### config.mk
export PLATFORM = sky130hd
export DESIGN_NAME = fp_mul_seq
export DESIGN_NICKNAME = d
export VERILOG_FILES = /design/src/rtl/fp_mul_seq.sv
export SDC_FILE = /design/constraint.sdc
export NUM_CORES = 1
export LEC_CHECK = 0
export BUFFER_PORTS_ARGS = -buffer_cell sky130_fd_sc_hd__buf_2
export CAP_MARGIN = 20
export CORE_MARGIN = 2
export CORE_UTILIZATION = 28
export DETAILED_ROUTE_END_ITERATION = 10
export SETUP_SLACK_MARGIN = 0.4
export SYNTH_ARGS = -nofsm -noshare
export SYNTH_HDL_FRONTEND = slang
export SYNTH_SLANG_ARGS = --single-unit
### constraint.sdc
create_clock -name clk -period 10.5 [get_ports clk]
set_input_delay 1.05 -clock clk [delete_from_list [all_inputs] [get_ports clk]]
set_output_delay 1.05 -clock clk [all_outputs]
set_load 0.01 [all_outputs]
### src/rtl/fp_mul_seq.sv
// fp_mul_seq: multi-cycle floating-point multiplier with valid/ready handshakes.
// Datapath: unpack, shift-add mantissa multiply, normalise, round-to-nearest-even.
// Special operands bypass the multiply. Results are flushed to zero instead of subnormal.
module fp_mul_seq #(
  parameter int unsigned EXP_W = 8,
  parameter int unsigned MAN_W = 23
) (
  input  logic                   clk,
  input  logic                   rst,
  input  logic                   in_valid,
  output logic                   in_ready,
  input  logic [EXP_W+MAN_W:0]   a,
  input  logic [EXP_W+MAN_W:0]   b,
  output logic                   out_valid,
  input  logic                   out_ready,
  output logic [EXP_W+MAN_W:0]   result,
  output logic                   flag_ovf,
  output logic                   flag_udf,
  output logic                   flag_inv,
  output logic                   flag_inx
);

  localparam int unsigned W  = 1 + EXP_W + MAN_W;
  localparam int unsigned SW = MAN_W + 1;
  localparam int unsigned PW = 2 * SW;
  localparam int unsigned EW = EXP_W + 2;
  localparam int unsigned CW = $clog2(SW + 1);

  localparam logic signed [EW-1:0] BIAS     = EW'(2 ** (EXP_W - 1) - 1);
  localparam logic signed [EW-1:0] EXP_ONE  = EW'(1);
  localparam logic signed [EW-1:0] EXP_MAX  = EW'(2 ** EXP_W - 1);
  localparam logic [CW-1:0]        MULT_END = CW'(SW - 1);
  localparam logic [W-1:0]         QNAN     = {1'b0, {EXP_W{1'b1}}, 1'b1, {(MAN_W-1){1'b0}}};

  typedef enum logic [2:0] {
    S_IDLE,
    S_UNPACK,
    S_MULT,
    S_NORM,
    S_ROUND,
    S_DONE
  } state_t;

  state_t state_q, state_d;

  logic [W-1:0]          a_q, b_q;
  logic                  sign_q;
  logic signed [EW-1:0]  exp_q;
  logic [PW-1:0]         mcand_q;
  logic [SW-1:0]         mplier_q;
  logic [PW-1:0]         prod_q;
  logic [CW-1:0]         cnt_q;

  // ---------------------------------------------------------------------------
  // Unpack view of latched operands
  // ---------------------------------------------------------------------------
  logic [EXP_W-1:0]      ea, eb, eeff_a, eeff_b;
  logic [MAN_W-1:0]      fa, fb;
  logic [SW-1:0]         sig_a, sig_b;
  logic                  a_zero, b_zero, a_inf, b_inf, a_nan, b_nan;
  logic                  sign_c;
  logic signed [EW-1:0]  exp_sum_c;
  logic                  special_c;
  logic                  spec_inv_c;
  logic [W-1:0]          spec_res_c;

  // Field decode, effective exponents and special-operand result
  always_comb begin
    ea         = a_q[W-2:MAN_W];
    eb         = b_q[W-2:MAN_W];
    fa         = a_q[MAN_W-1:0];
    fb         = b_q[MAN_W-1:0];
    a_zero     = (ea == '0) && (fa == '0);
    b_zero     = (eb == '0) && (fb == '0);
    a_inf      = (&ea) && (fa == '0);
    b_inf      = (&eb) && (fb == '0);
    a_nan      = (&ea) && (fa != '0);
    b_nan      = (&eb) && (fb != '0);
    sig_a      = {(ea != '0), fa};
    sig_b      = {(eb != '0), fb};
    eeff_a     = (ea == '0) ? EXP_W'(1) : ea;
    eeff_b     = (eb == '0) ? EXP_W'(1) : eb;
    sign_c     = a_q[W-1] ^ b_q[W-1];
    exp_sum_c  = $signed(EW'(eeff_a) + EW'(eeff_b)) - BIAS;
    special_c  = a_zero | b_zero | a_inf | b_inf | a_nan | b_nan;
    spec_inv_c = 1'b0;
    spec_res_c = {sign_c, {(W-1){1'b0}}};
    if (a_nan || b_nan || (a_zero && b_inf) || (a_inf && b_zero)) begin
      spec_res_c = QNAN;
      spec_inv_c = 1'b1;
    end else if (a_inf || b_inf) begin
      spec_res_c = {sign_c, {EXP_W{1'b1}}, {MAN_W{1'b0}}};
    end
  end

  // ---------------------------------------------------------------------------
  // Normalise / round view of the product
  // ---------------------------------------------------------------------------
  logic                  norm_shl_c;
  logic [SW-1:0]         mant_c, mant_n_c;
  logic [SW:0]           mant_r_c;
  logic                  guard_c, sticky_c, inc_c;
  logic signed [EW-1:0]  exp_n_c;
  logic [W-1:0]          rnd_res_c;
  logic                  rnd_ovf_c, rnd_udf_c, rnd_inx_c;

  // Left-normalise while the leading one is missing and the exponent can drop
  always_comb begin
    norm_shl_c = !prod_q[PW-2] && (exp_q > EXP_ONE);
  end

  // Round-to-nearest-even with overflow to infinity and flush-to-zero
  always_comb begin
    mant_c    = prod_q[PW-2 -: SW];
    guard_c   = prod_q[PW-2-SW];
    sticky_c  = |prod_q[PW-3-SW:0];
    inc_c     = guard_c & (sticky_c | mant_c[0]);
    mant_r_c  = {1'b0, mant_c} + (SW+1)'(inc_c);
    mant_n_c  = mant_r_c[SW] ? mant_r_c[SW:1] : mant_r_c[SW-1:0];
    exp_n_c   = mant_r_c[SW] ? (exp_q + EXP_ONE) : exp_q;
    rnd_inx_c = guard_c | sticky_c;
    rnd_ovf_c = 1'b0;
    rnd_udf_c = 1'b0;
    rnd_res_c = {sign_q, exp_n_c[EXP_W-1:0], mant_n_c[MAN_W-1:0]};
    if (exp_n_c >= EXP_MAX) begin
      rnd_res_c = {sign_q, {EXP_W{1'b1}}, {MAN_W{1'b0}}};
      rnd_ovf_c = 1'b1;
      rnd_inx_c = 1'b1;
    end else if ((exp_n_c < EXP_ONE) || !mant_n_c[SW-1]) begin
      rnd_res_c = {sign_q, {(W-1){1'b0}}};
      rnd_udf_c = 1'b1;
    end
  end

  // ---------------------------------------------------------------------------
  // Control FSM
  // ---------------------------------------------------------------------------
  logic accept_c;
  logic take_c;

  // Handshake qualifiers from registered ready/valid
  always_comb begin
    accept_c = in_valid && in_ready;
    take_c   = out_valid && out_ready;
  end

  // Next-state logic
  always_comb begin
    state_d = state_q;
    case (state_q)
      S_IDLE:   if (accept_c) state_d = S_UNPACK;
      S_UNPACK: state_d = special_c ? S_DONE : S_MULT;
      S_MULT:   if (cnt_q == MULT_END) state_d = S_NORM;
      S_NORM:   if (prod_q[PW-1] || !norm_shl_c) state_d = S_ROUND;
      S_ROUND:  state_d = S_DONE;
      S_DONE:   if (take_c) state_d = S_IDLE;
      default:  state_d = S_IDLE;
    endcase
  end

  // State register and registered handshake outputs
  always_ff @(posedge clk or posedge rst) begin
    if (rst) begin
      state_q   <= S_IDLE;
      in_ready  <= 1'b1;
      out_valid <= 1'b0;
    end else begin
      state_q   <= state_d;
      in_ready  <= (state_d == S_IDLE);
      out_valid <= (state_d == S_DONE);
    end
  end

  // ---------------------------------------------------------------------------
  // Datapath registers
  // ---------------------------------------------------------------------------

  // Operand capture, shift-add multiply, normalisation and result/flag update
  always_ff @(posedge clk or posedge rst) begin
    if (rst) begin
      a_q      <= '0;
      b_q      <= '0;
      sign_q   <= 1'b0;
      exp_q    <= '0;
      mcand_q  <= '0;
      mplier_q <= '0;
      prod_q   <= '0;
      cnt_q    <= '0;
      result   <= '0;
      flag_ovf <= 1'b0;
      flag_udf <= 1'b0;
      flag_inv <= 1'b0;
      flag_inx <= 1'b0;
    end else begin
      case (state_q)
        S_IDLE: begin
          if (accept_c) begin
            a_q      <= a;
            b_q      <= b;
            flag_ovf <= 1'b0;
            flag_udf <= 1'b0;
            flag_inv <= 1'b0;
            flag_inx <= 1'b0;
          end
        end
        S_UNPACK: begin
          sign_q   <= sign_c;
          exp_q    <= exp_sum_c;
          mcand_q  <= PW'(sig_a);
          mplier_q <= sig_b;
          prod_q   <= '0;
          cnt_q    <= '0;
          if (special_c) begin
            result   <= spec_res_c;
            flag_inv <= spec_inv_c;
          end
        end
        S_MULT: begin
          if (mplier_q[0]) prod_q <= prod_q + mcand_q;
          mcand_q  <= mcand_q << 1;
          mplier_q <= mplier_q >> 1;
          cnt_q    <= cnt_q + CW'(1);
        end
        S_NORM: begin
          if (prod_q[PW-1]) begin
            // Keep the dropped bit as sticky information in bit 0
            prod_q <= {1'b0, prod_q[PW-1:2], prod_q[1] | prod_q[0]};
            exp_q  <= exp_q + EXP_ONE;
          end else if (norm_shl_c) begin
            prod_q <= prod_q << 1;
            exp_q  <= exp_q - EXP_ONE;
          end
        end
        S_ROUND: begin
          result   <= rnd_res_c;
          flag_ovf <= rnd_ovf_c;
          flag_udf <= rnd_udf_c;
          flag_inx <= rnd_inx_c;
        end
        default: ;
      endcase
    end
  end

endmodule
==> Yosys cells after proc, flatten, opt, wreduce, memory -nomap -nowiden <==
Index checks and enable logic that the tools add are counted.
{ "word_totals": {"ff_bits": 241, "in_bits": 68, "output_inout_bits": 38} }
{ "op_classes": {"addsub": 7, "magnitude_cmp": 3, "n_eq_ne": 11, "n_mux": 37, "n_bitwise": 10, "reduce_logical": 46} }
{ "op_table": {"columns": ["cell", "count"], "rows": [
  ["$mux 48", 3],
  ["$pmux 48 s3", 1],
  ["$pmux 48 s2", 1],
  ["$mux 31", 3],
  ["$mux 32", 2],
  ["$pmux 32 s2", 1],
  ["$add 48x48->48", 1],
  ["$pmux 24 s2", 1],
  ["$logic_not 23->1", 2],
  ["$reduce_bool 23->1", 2],
  ["$mux 10", 3],
  ["$add 24x1->25", 1],
  ["$mux 24", 1],
  ["$reduce_or 22->1", 1],
  ["$pmux 10 s2", 1],
  ["$pmux 3 s6", 1],
  ["$logic_not 8->1", 2],
  ["$mux 8", 2],
  ["$reduce_and 8->1", 2],
  ["$reduce_bool 8->1", 2],
  ["$mux 3", 5],
  ["$logic_and 1x1->1", 11],
  ["$add 10x2->10 const B", 1],
  ["$ge 10x9->1 const B", 1],
  ["25 further kinds", 63]
]} }

==> Longest topological paths before layout <==
{ "depth": {"ltp_word": 10, "ltp_mapped": 16} }

==> Least setup slack after synthesis <==
Ideal clock, no wire load.
{ "synth_path": {"path_type": "reg-to-reg", "from": "register prod_q[4]", "to": "register prod_q[44]", "setup_ns": 0.072, "arrival_time_ns": 3.026, "setup_slack_ns": 7.402, "path_stages_with_launch": 12, "synth_period_minus_slack_ns": 3.098, "path_cell_list": "dfrtp_1 ha_1 a21o_1 a21oi_1 a21oi_1 nor4b_1 nor2_1 o21ai_0 o221ai_1 a221oi_1 mux2_2 nor2_1"} }
{ "synth_via": {"elab_chain_len": 3} }
{ "synth_rtl": {"columns": ["element", "line_no", "text"], "rows": [
  ["start, declared", "51", "logic [PW-1:0] prod_q;"],
  ["start signal, assigned", "219", "if (mplier_q[0]) prod_q <= prod_q + mcand_q;"],
  ["start signal, assigned", "227", "prod_q <= {1'b0, prod_q[PW-1:2], prod_q[1] | prod_q[0]};"],
  ["start signal, assigned", "230", "prod_q <= prod_q << 1;"],
  ["$add 48x48->48", "219", null],
  ["$mux 48", "219", null],
  ["$pmux 48 s3", "195", "case (state_q)"]
]} }
Every way passes these cells. The select of a mux whose other input is x is not followed.
A chain may end at the register's enable or synchronous reset.

==> Final worst setup path <==
{ "layout_path": {"from": "register prod_q[0]", "to": "register prod_q[44]"} }
Same word-level chain as after synthesis.

==> results.json <==
{
  "total_clock_buffers_created_by_cts": 28,
  "cts-htree-levels": 1,
  "fillCellCount": 5142,
  "timing.setup.critical_path_class": "flip-flop to flip-flop",
  "synth.top_cells.by_area": "sky130_fd_sc_hd__dfrtp_1, sky130_fd_sc_hd__ha_1, sky130_fd_sc_hd__nand2_1",
  "io_buffer_count": 105,
  "initialDrtViolationCount": 1008,
  "hold-path-endpoint": "mplier_q[14]",
  "powerDensity_mw_per_mm2": 295,
  "timing.clock.skew_ns": 0.0237,
  "power.static_leakage_nw": 7.25,
  "route.detailed.vias_per_inst": 5.26,
  "start_kind": "flip-flop",
  "synth_flop_cell": "sky130_fd_sc_hd__dfrtp_1",
  "chipHeight_um": 230,
  "detail_route.drc_violations": 0,
  "wire_length_reported_by_the_detailed_router_mm": 37.6,
  "die_width_um": 230,
  "vdd_ir_drop_max_mv": 0.193,
  "tritoncts": "yes",
  "final_net_count": 1682,
  "synthesis.area_mm2": 0.0143,
  "grt_setup_unrepaired": "no",
  "highest-signal-layer": "met4",
  "placed_cells": 2187,
  "syn_nets": 1641,
  "post_cts_hold_buffer_count": 0,
  "number_of_sinks_driven_by_the_clock_tree": 241,
  "final_max_slew_viol_count": 0,
  "layout_worst_path_cycle_share_pct": 38.6,
  "cts.path.max_buffers": 3,
  "number_of_global_route_vias_before_repair": 11414,
  "final-hold-violation-count": 0,
  "worstPathMaxFanout": 5,
  "crit_chain": "ha_1 -> inv_1 -> fa_1 -> nor2b_1 -> o2111ai_1 -> a21oi_1 -> nor4b_1 -> nor2_1 -> o21ai_0 -> o221ai_1 -> a221oi_1 -> mux2_2 -> nor2_1",
  "pin_count_of_the_biggest_net_entering_global_routing": 123,
  "synth_enable_flop_cells": 0,
  "worstReg2RegStart": "prod_q[0]",
  "cpMaxStageDelayCell": "sky130_fd_sc_hd__o21ai_0",
  "cp_capture_type": "flip-flop",
  "dpl.hpwl_mm": 26.6,
  "worst-slew-pin-transition_ns": 1.01,
  "final_setup_violation_count": 0,
  "synth.yosys.seq_area_share_pct": 42.3,
  "grt_pass1_wl_mm": 62.3,
  "final.min_clock_period_ns": 4.05,
  "start_util_pct": 28.4,
  "grt_remaining_overflow": 0,
  "yosysWarnings": 0,
  "worst_setup_hold_path_clk_slew_ns": 0.06,
  "critical-path-top-cell-by-count": "sky130_fd_sc_hd__nor2_1",
  "final_cells": 2235,
  "rr_endpoint": "prod_q[44]",
  "max_cap_viol_count": 0,
  "timing.reg2reg.worst_path_depth": 13,
  "post-synth-top-area-cell": "sky130_fd_sc_hd__dfrtp_1",
  "min_path_type": "flip-flop to flip-flop",
  "cp_data_required_time_ns": 10.98,
  "per_instance_average_area_after_synthesis_um2": 9.48,
  "ys_types": 81,
  "whs_path_depth": 2,
  "crit_arrival_ns": 4.53,
  "gates_resized_cts_repair": 0,
  "gp_congestion": 0.893,
  "syn_inst": 1504,
  "antenna_found_initial": 0,
  "routed_wire_length_per_instance_um": 16.8,
  "synth_top_cell_area_share_pct": 42.1,
  "critPathMaxStageDelay_ns": 0.67,
  "antenna_cells": 0,
  "io_pins": 106,
  "timing.hold.worst.start": "mplier_q[14]",
  "route.met2.wl_mm": 16.8,
  "drive_gt1_share_pct": 16.6,
  "clkLatencyLatePin_ns": 0.57,
  "asyncSetResetFlopFracSynth_pct": 100,
  "global_route.usage.total_pct": 14.3,
  "met3_length_mm": 2.04,
  "synthToLayoutAreaGrowth_pct": 13.9,
  "detail_route.first_pass.iterations": 5,
  "clock.fmax_ghz": 0.247,
  "wirelength_met1_mm": 17.9,
  "timing.max_slew.rel_slack_pct": 32.8,
  "ant_nets": 0,
  "run_status": "completed",
  "synth.ff_latch_count": 241,
  "via_count": 11752,
  "setup.reg_to_reg.worst_slack_ns": 6.45,
  "cts.root.buffer_cell": "sky130_fd_sc_hd__clkbuf_16",
  "num_rows": 82,
  "design.die.area_mm2": 0.0527,
  "coreArea_mm2": 0.0502,
  "tns_ns": 0,
  "postCtsSetupRepairBufs": 0
}
==> final cells by class <==
class                   count  area (um2)  share of cell area (%)
clock inverters             9        90.1                   0.555
multi-input cells        1128        7730                    47.6
clock buffers              39         792                    4.88
well taps                 672         841                    5.18
inverters                  29         116                   0.717
flip-flops and latches    241        6030                    37.2
repair buffers            117         636                    3.92
==> report_power, final <==
group	total [W]	switching, W	internal (W)
combinational	0.00209	0.00120	0.000891
clock	0.000937	0.000389	0.000548
sequential	0.00176	0.000457	0.00130
==> how the worst max path moves through the flow <==
stage	endpoint	slack [ns]	cells past startpoint	startpoint
after CTS	prod_q[44]	6.51	13	prod_q[0]
after global placement	prod_q[44]	6.56	13	prod_q[0]
after detailed placement	prod_q[44]	6.57	13	prod_q[0]
after global routing	prod_q[44]	6.19	13	prod_q[0]
after floorplan	a_q[0]	2.84	1	rst
final	prod_q[44]	6.45	13	prod_q[0]
==> state kept, by name, indices dropped and copies added (netlist names), 3 cells and up <==
signal / count
a_q: 32
b_q: 32
cnt_q: 5
exp_q: 10
mcand_q: 48
mplier_q: 24
prod_q: 48
result: 32
state_q: 3
==> layer usage <==
metal	track usage [%]	vias to the layer above
li1	-	5658
met1	20.6	5740
met2	21.9	302
met3	2.59	52
met4	3.51	0
met5	0	-
==> through the flow <==
| step | worst slack, ns | hold WS, ns | total power (W) | utilization, % | area (um2) |
|---|---|---|---|---|---|
| after floorplan | 2.84 | 0.446 | 0.00329 | - | 14300 |
| after global placement | 6.56 | 0.459 | 0.00381 | 30.5 | 15300 |
| after detailed placement | 6.57 | 0.463 | 0.00385 | 30.6 | 15400 |
| after CTS | 6.51 | 0.478 | 0.00482 | 32.4 | 16200 |
| after global routing | 6.19 | 0.494 | 0.00517 | 32.4 | 16200 |
| final | 6.45 | 0.473 | 0.00479 | 32.4 | 16200 |
==> cells in the final DEF, fill, tap and decap left out, types with 30 or more instances in the layout <==
| cell | count |
|---|---|
| sky130_fd_sc_hd__a21oi_1 | 78 |
| sky130_fd_sc_hd__nand2_1 | 211 |
| sky130_fd_sc_hd__o21ai_0 | 93 |
| sky130_fd_sc_hd__a222oi_1 | 36 |
| sky130_fd_sc_hd__a22o_1 | 36 |
| sky130_fd_sc_hd__dfrtp_1 | 240 |
| sky130_fd_sc_hd__mux2_2 | 65 |
| sky130_fd_sc_hd__xnor2_1 | 44 |
| sky130_fd_sc_hd__xor2_1 | 31 |
| sky130_fd_sc_hd__ha_1 | 67 |
| sky130_fd_sc_hd__nor2_1 | 77 |
| sky130_fd_sc_hd__a22oi_1 | 52 |
| sky130_fd_sc_hd__buf_2 | 105 |
| sky130_fd_sc_hd__nand3_1 | 30 |
==> critical path: cells and delay by family, from the launching register on <==
family	cells	cell delay (ns)
compound gates	5	1.80
fa+ha+maj	2	0.43
buf+inv	1	0.07
flops	1	0.44
simple gates	4	0.86
mux	1	0.37
==> Yosys cell counts (36+ instances only) <==
master                     number
sky130_fd_sc_hd__nand2_1      211
sky130_fd_sc_hd__xnor2_1       44
sky130_fd_sc_hd__dfrtp_1      240
sky130_fd_sc_hd__a222oi_1      36
sky130_fd_sc_hd__ha_1          67
sky130_fd_sc_hd__clkbuf_1      92
sky130_fd_sc_hd__nor2_1        79
sky130_fd_sc_hd__a22o_1        36
sky130_fd_sc_hd__o21ai_0       93
sky130_fd_sc_hd__a22oi_1       52
sky130_fd_sc_hd__a21oi_1       78
sky130_fd_sc_hd__mux2_2        65
==> cell families after synthesis <==
kind of cell / synth area share [%]
simple gates: 16.3
fa+ha+maj: 6.16
compound gates: 21.3
xor+xnor: 4.61
mux: 5.56
flops: 42.3
buf+inv: 3.68
(Power assumes the default switching activity.)
